--- config.mk ---
export PLATFORM = sky130hd
export DESIGN_NAME = decode_stage
export DESIGN_NICKNAME = d
export VERILOG_FILES = /design/src/rtl/decode_stage.sv
export SDC_FILE = /design/constraint.sdc
export NUM_CORES = 2
export LEC_CHECK = 0
export BUFFER_PORTS_ARGS = -buffer_cell sky130_fd_sc_hd__buf_4
export CAP_MARGIN = 15
export CELL_PAD_IN_SITES_DETAIL_PLACEMENT = 0
export CELL_PAD_IN_SITES_GLOBAL_PLACEMENT = 1
export CORE_ASPECT_RATIO = 1.1
export CORE_MARGIN = 4
export CORE_UTILIZATION = 48
export CTS_BUF_LIST = sky130_fd_sc_hd__clkbuf_8
export DETAILED_ROUTE_END_ITERATION = 7
export GPL_ROUTABILITY_DRIVEN = 0
export PLACE_DENSITY = 0.88
export RECOVER_POWER = 50
export SLEW_MARGIN = 30
export SYNTH_ARGS = -nofsm -noshare
export SYNTH_HDL_FRONTEND = slang
export SYNTH_SLANG_ARGS = --single-unit
--- constraint.sdc ---
create_clock -name clk -period 4.04 [get_ports clk]
set_input_delay 0.606 -clock clk [delete_from_list [all_inputs] [get_ports clk]]
set_output_delay 0.606 -clock clk [all_outputs]
set_load 0.01 [all_outputs]
--- src/rtl/decode_stage.sv ---
// decode_stage: RV32I instruction-decode stage between fetch and execute.
//
// Holds the architectural register file (with same-cycle write-through
// bypass), generates the immediate for every base-ISA format, selects the
// write-back data and registers the decoded operands into an ID/EX register
// with a valid/ready handshake, a one-bubble load-use interlock, a flush and
// a load-use stall counter.
//
// Ports
//   clk, rstn          core clock, asynchronous active-low reset
//   in_valid/in_ready  fetch handshake for inst/pc
//   inst, pc           instruction word and its address
//   wb_en/wb_addr      register-file write port
//   wb_sel             write data select: 00 alu, 01 mem, 10 pc+4, 11 imm
//   wb_alu/mem/pc4/imm write-back data sources
//   ex_ready           execute accepts out_* this cycle
//   flush              drop the held and the incoming instruction
//   out_*              registered decoded operands and fields
//   stall_cnt          number of load-use bubbles inserted (wraps)

// One register-file read port: x0 reads zero, a same-cycle write to the
// addressed register is forwarded ahead of the array contents.
module decode_stage_rdport #(
  parameter int XLEN      = 32,
  parameter int REG_COUNT = 32,
  parameter int AW        = $clog2(REG_COUNT)
) (
  input  logic [REG_COUNT-1:0][XLEN-1:0] i_rf,
  input  logic [AW-1:0]                  i_rs,
  input  logic                           i_wb_en,
  input  logic [AW-1:0]                  i_wb_addr,
  input  logic [XLEN-1:0]                i_wb_data,
  output logic [XLEN-1:0]                o_rdata
);
  always_comb begin
    o_rdata = i_rf[i_rs];
    if (i_rs == '0)                              o_rdata = '0;
    else if (i_wb_en && (i_wb_addr == i_rs))     o_rdata = i_wb_data;
  end
endmodule

module decode_stage #(
  parameter  int XLEN      = 32,
  parameter  int REG_COUNT = 32,
  localparam int AW        = $clog2(REG_COUNT)
) (
  input  logic            clk,
  input  logic            rstn,
  input  logic            in_valid,
  output logic            in_ready,
  input  logic [31:0]     inst,
  input  logic [XLEN-1:0] pc,
  input  logic            wb_en,
  input  logic [AW-1:0]   wb_addr,
  input  logic [1:0]      wb_sel,
  input  logic [XLEN-1:0] wb_alu,
  input  logic [XLEN-1:0] wb_mem,
  input  logic [XLEN-1:0] wb_pc4,
  input  logic [XLEN-1:0] wb_imm,
  input  logic            ex_ready,
  input  logic            flush,
  output logic            out_valid,
  output logic [XLEN-1:0] out_pc,
  output logic [XLEN-1:0] out_rdata1,
  output logic [XLEN-1:0] out_rdata2,
  output logic [XLEN-1:0] out_imm,
  output logic [AW-1:0]   out_rd,
  output logic [6:0]      out_opcode,
  output logic [2:0]      out_funct3,
  output logic            out_funct7b5,
  output logic            out_is_load,
  output logic [31:0]     stall_cnt
);
  localparam logic [6:0] OP_LOAD   = 7'b0000011;
  localparam logic [6:0] OP_IMM    = 7'b0010011;
  localparam logic [6:0] OP_JALR   = 7'b1100111;
  localparam logic [6:0] OP_STORE  = 7'b0100011;
  localparam logic [6:0] OP_BRANCH = 7'b1100011;
  localparam logic [6:0] OP_LUI    = 7'b0110111;
  localparam logic [6:0] OP_AUIPC  = 7'b0010111;
  localparam logic [6:0] OP_JAL    = 7'b1101111;
  localparam logic [6:0] OP_OP     = 7'b0110011;

  typedef struct packed {
    logic [XLEN-1:0] pc;
    logic [XLEN-1:0] rdata1;
    logic [XLEN-1:0] rdata2;
    logic [XLEN-1:0] imm;
    logic [AW-1:0]   rd;
    logic [6:0]      opcode;
    logic [2:0]      funct3;
    logic            funct7b5;
    logic            is_load;
  } idex_t;

  logic [REG_COUNT-1:0][XLEN-1:0] r_rf;
  idex_t                          r_idex;
  logic                           r_vld;
  logic [31:0]                    r_stall;

  logic [XLEN-1:0]         w_wb_data;
  logic [1:0][AW-1:0]      w_rs;
  logic [1:0][XLEN-1:0]    w_rdata;
  logic [6:0]              w_op;
  logic [31:0]             w_imm32;
  logic [XLEN-1:0]         w_imm;
  logic                    w_use_rs1, w_use_rs2;
  logic                    w_hazard, w_advance;
  idex_t                   w_idex;

  // ---------------- write-back select and register file ----------------
  always_comb begin
    unique case (wb_sel)
      2'b00:   w_wb_data = wb_alu;
      2'b01:   w_wb_data = wb_mem;
      2'b10:   w_wb_data = wb_pc4;
      default: w_wb_data = wb_imm;
    endcase
  end

  // Writes are independent of the pipeline handshake: write-back is owned by
  // a later stage and must never be lost to a stall, flush or backpressure.
  always_ff @(posedge clk or negedge rstn) begin
    if (!rstn)                           r_rf          <= '0;
    else if (wb_en && (wb_addr != '0))   r_rf[wb_addr] <= w_wb_data;
  end

  assign w_rs[0] = inst[15 +: AW];
  assign w_rs[1] = inst[20 +: AW];

  for (genvar g = 0; g < 2; g++) begin : g_rd
    decode_stage_rdport #(.XLEN(XLEN), .REG_COUNT(REG_COUNT), .AW(AW)) u_rd (
      .i_rf      (r_rf),
      .i_rs      (w_rs[g]),
      .i_wb_en   (wb_en),
      .i_wb_addr (wb_addr),
      .i_wb_data (w_wb_data),
      .o_rdata   (w_rdata[g])
    );
  end

  // ---------------- immediate generation ----------------
  assign w_op = inst[6:0];

  always_comb begin
    w_imm32 = '0;
    case (w_op)
      OP_IMM, OP_LOAD, OP_JALR:
        w_imm32 = {{20{inst[31]}}, inst[31:20]};
      OP_STORE:
        w_imm32 = {{20{inst[31]}}, inst[31:25], inst[11:7]};
      OP_BRANCH:
        w_imm32 = {{19{inst[31]}}, inst[31], inst[7], inst[30:25], inst[11:8], 1'b0};
      OP_LUI, OP_AUIPC:
        w_imm32 = {inst[31:12], 12'b0};
      OP_JAL:
        w_imm32 = {{11{inst[31]}}, inst[31], inst[19:12], inst[20], inst[30:21], 1'b0};
      default:
        w_imm32 = '0;
    endcase
  end

  // Sign-extend to XLEN; the replication count stays >= 1 for XLEN = 32.
  assign w_imm = {{(XLEN-31){w_imm32[31]}}, w_imm32[30:0]};

  // ---------------- load-use interlock ----------------
  assign w_use_rs1 = !((w_op == OP_LUI) || (w_op == OP_AUIPC) || (w_op == OP_JAL));
  assign w_use_rs2 = (w_op == OP_OP) || (w_op == OP_STORE) || (w_op == OP_BRANCH);

  // The load result is not available until after execute/memory, so a
  // consumer directly behind a load gets one bubble.
  assign w_hazard = in_valid && r_vld && r_idex.is_load && (r_idex.rd != '0) &&
                    ((w_use_rs1 && (w_rs[0] == r_idex.rd)) ||
                     (w_use_rs2 && (w_rs[1] == r_idex.rd)));

  assign w_advance = !r_vld || ex_ready;
  assign in_ready  = w_advance && !w_hazard;

  // ---------------- ID/EX register ----------------
  always_comb begin
    w_idex          = '0;
    w_idex.pc       = pc;
    w_idex.rdata1   = w_rdata[0];
    w_idex.rdata2   = w_rdata[1];
    w_idex.imm      = w_imm;
    w_idex.rd       = inst[7 +: AW];
    w_idex.opcode   = w_op;
    w_idex.funct3   = inst[14:12];
    w_idex.funct7b5 = inst[30];
    w_idex.is_load  = (w_op == OP_LOAD);
  end

  always_ff @(posedge clk or negedge rstn) begin
    if (!rstn) begin
      r_vld   <= 1'b0;
      r_idex  <= '0;
      r_stall <= '0;
    end else if (flush) begin
      r_vld <= 1'b0;
    end else if (w_advance) begin
      if (w_hazard) begin
        r_vld   <= 1'b0;
        r_stall <= r_stall + 32'd1;
      end else if (in_valid) begin
        r_vld  <= 1'b1;
        r_idex <= w_idex;
      end else begin
        r_vld <= 1'b0;
      end
    end
  end

  assign out_valid    = r_vld;
  assign out_pc       = r_idex.pc;
  assign out_rdata1   = r_idex.rdata1;
  assign out_rdata2   = r_idex.rdata2;
  assign out_imm      = r_idex.imm;
  assign out_rd       = r_idex.rd;
  assign out_opcode   = r_idex.opcode;
  assign out_funct3   = r_idex.funct3;
  assign out_funct7b5 = r_idex.funct7b5;
  assign out_is_load  = r_idex.is_load;
  assign stall_cnt    = r_stall;

endmodule

==> impl_results.md <==
- Status: finished, violations left
- Violated checks: capacitance limit, slew limit
- Root buffer cell: clkbuf_8
- Measured slew at the worst slew-check pin: 3.19 ns
- Setup CP Type: primary input to register
- Lkg Pwr: 32.1 nW
- Routed vias: 50,600
- Setup slack at placement: 0.472 ns
- Top FF cell, synth: dfrtp_1
- Clock buffer depth: 3
- Dpl cell area: 66,400 um2
- F_max: 256 MHz
- Clock buffer count from CTS: 193
- Period utilization: 96.6%
- Slew HR: -113%
- Gate Count Post-Synth: 5,654
- Area Overhead vs Synth: 15.6%
- Netlist cell types: 67
- GRT Overall Usage: 33.6%
- Syn avg cell area: 10.8 um2
- Share of layout cells above drive strength 1: 24.0%
- Starting Density: 48.3%
- DR pass1 iterations: 7
- Setup TNS: 0 ns
- Final WL: 227 mm
- Final setup viols: 0
- Max capacitance violation total: 10
- Cell Pwr Density: 494 nW/um2
- Crit-path slowest cell: clkbuf_2
- NumNets Final: 6,121
- DR WL/cell: 29.2 um
- DRC errors left: 0
- Max IR drop VDD: 0.249 mV
- FP Rows: 137
- CTS tree: yes
- Switching Fraction: 31.3%
- Post-synthesis sequential area ratio: 49.1%
- Post-synthesis net count: 5,860
- Die span in x: 349 um
- CP max stage delay: 1.12 ns
- Pint: 24.0 mW
- Core Region: 127,000 um2
- Grt ovf: 0
- Crit-path cells: clkbuf_1 -> clkbuf_2 -> mux2_2 -> o21ai_0 -> clkbuf_1 -> o221ai_1 -> a22o_1
- Sw Pwr: 11.0 mW
- Vias in the first global route: 50,300
- CP most frequent cell: clkbuf_1
- Clk_lat worst skew: 0.92 ns
- RSZ-0062 raised after global routing: no
- Sequential power share: 47.0%
- CTS Sinks: 1,202
- Ys async rst share: 100%
- Clock share of power: 31.7%
- Port Buffers: 383
- Crit path launch type: primary input
- Cell family with most CP delay: buffers and inverters
- Chip height: 383 um
- Final Hold Viols: 0
- Final instance area: 70,900 um2
- Top cells by area, synth: dfrtp_1 49%, mux4_2 15%, o21ai_0 9.9%, nand2_1 6.9%, mux2i_1 4.9%
- Initial antenna violation count: 16
- Post-CTS setup repair buffer count: 0
- Yosys synthesis warning count: 0
- Vias per inst: 6.53
- Worst Path Arrival: 4.69 ns
- H-tree lvl count: 4
- Type of destination of the critical path: register
- Mapped cell area: 61,300 um2
- Flop2flop setup slack: 0.93 ns
- I/O pin count: 384
- Tmin final: 3.90 ns
- First-pass GRT wire length: 334 mm
- Worst Setup Slack, final: 0.139 ns
- Iter 0 DRT Violations: 5,765
- Post-synthesis register bit count: 1,202
- Critical Path RT: 4.83 ns
- CP max FO: 50
- Skew final: 0.0368 ns
- Clk pin slew, worst setup/hold paths: 0.06 ns
- Top cell type by total area after synthesis: dfrtp_1
- Placed wire-length estimate: 142 mm
- Die area: 134,000 um2
- Largest net degree at the start of global routing: 108
- ANT nets after route: 0
- CP bufs+invs: 3
- HP Class: primary input to register
- Final core occ: 55.9%
- Fin. max-slew vios: 334
- Post-synth EDFFs: 0
- Combinational share of power: 21.3%
- Synth top area share: 49.1%
- WHS: 0.197 ns
## flip-flops by register name, indices dropped and copies added, names as in the netlist
signal,cells
out_funct3,3
out_funct7b5,1
out_imm,32
out_is_load,1
out_opcode,7
out_pc,32
out_rd,5
out_rdata1,32
out_rdata2,32
out_valid,1
r_rf,1024
stall_cnt,32
## worst register-to-register path, cell delays in order, from the launching register on
cell       delay, ns
dfrtp_1         0.47
or4_1           0.53
o2111ai_1       0.26
or3_1           0.39
nand2_2         0.12
or3_2           0.49
buf_4           0.32
o221ai_1        0.45
## per-layer routing
layer | track usage [%] | wire (um) | vias to the layer above
li1 | - | - | 21200
met1 | 42.3 | 81600 | 25100
met2 | 50.9 | 100000 | 3363
met3 | 10.5 | 27600 | 925
met4 | 20.8 | 17100 | 8
met5 | 0 | 57 | -
## synthesized netlist by cell type (6+ instances only)
library cell / n
nor3_1: 32
mux4_2: 398
inv_1: 6
nor2_1: 30
nor2b_1: 13
mux2_2: 71
o31ai_1: 11
and2_1: 6
and3_1: 10
nand3_1: 46
mux2_4: 39
buf_4: 27
o221ai_1: 40
a22o_1: 17
a221oi_1: 82
o22ai_1: 37
nand4_1: 12
buf_1: 26
a21boi_0: 10
xor2_1: 30
buf_2: 64
a21oi_1: 65
clkbuf_1: 470
nand2_1: 1129
o21ai_0: 1207
dfrtp_1: 1202
a21o_1: 13
xnor2_1: 21
a211oi_1: 22
o211ai_1: 20
a221o_1: 19
a22oi_1: 88
mux2i_1: 303
## path summary, 6_finish.rpt
kind | start | cells after the start | end
worst max register to register | out_rd[2] | 7 | out_rdata1[23]
max in group asynchronous | rstn | 3 | r_rf[996]
worst min-delay path | wb_addr[4] | 4 | r_rf[421]
min in group asynchronous | rstn | 2 | out_opcode[1]
worst max-delay path | wb_sel[1] | 7 | out_rdata2[3]
worst min register to register | r_rf[27] | 0 | r_rf[27]
## cell families (layout without fill, tap and decap cells)
logic type | after synthesis | after routing | share of synthesized area (%)
adder cells (fa/ha/maj) | 1 | 1 | 0.0204
AND/OR/NAND/NOR | 1322 | 1322 | 8.68
other | 0 | 15 | 0
multiplexers | 811 | 811 | 21.8
XOR/XNOR | 51 | 51 | 0.729
flip-flops | 1202 | 1202 | 49.1
AO/OA/AOI/OAI | 1664 | 1664 | 15.5
buffers and inverters | 603 | 1017 | 4.16
## power groups by stage
stage / logic, mW / clock network [mW] / registers (mW)
after floorplan: 4.88 / 0 / 15.9
after global placement: 7.11 / 0 / 16.4
after detailed placement: 7.33 / 0 / 16.6
after CTS: 7.40 / 11.1 / 16.4
after global routing: 8.14 / 11.7 / 16.7
final: 7.46 / 11.1 / 16.4
## what timing repair did
action / in CTS / in global routing
hold buffers: 57 / 0
hold endpoints to repair: 155 / 0
resized for setup: 0 / 0
## layout make-up
| class | count | area, um2 |
|---|---|---|
| Sequential cell | 1202 | 30100 |
| Clock buffer | 243 | 3340 |
| Antenna cell | 15 | 37.5 |
| Inverter | 7 | 28.8 |
| Multi-Input combinational cell | 3849 | 28900 |
| Clock inverter | 105 | 701 |
| Tap cell | 1668 | 2090 |
| Timing Repair Buffer | 662 | 5680 |
| Fill cell | 10600 | 56000 |
## per-stage QoR
step | power (mW) | cells
global placement | 23.5 | 7331
detailed placement | 23.9 | 7331
global route | 36.5 | 7737
CTS | 34.9 | 7736
finish | 35.0 | 7751
floorplan | 20.8 | 5654
## cells in the final DEF, fill, tap and decap left out, types with 27 or more instances in the layout
cell	netlist	routed
a21oi_1	65	65
a221oi_1	82	82
a22oi_1	88	88
buf_12	4	50
buf_4	27	521
clkbuf_8	0	243
clkinv_2	0	29
dfrtp_1	1202	1202
dlygate4sd3_1	0	57
inv_1	6	59
mux2_2	71	67
mux2_4	39	39
mux2i_1	303	303
mux4_2	398	398
nand2_1	1129	1096
nand2_2	1	32
nand3_1	46	44
nor2_1	30	27
nor3_1	32	32
o21ai_0	1207	1191
o221ai_1	40	40
o22ai_1	37	37
xor2_1	30	30
No activity file was read; power rests on OpenSTA's default activity.
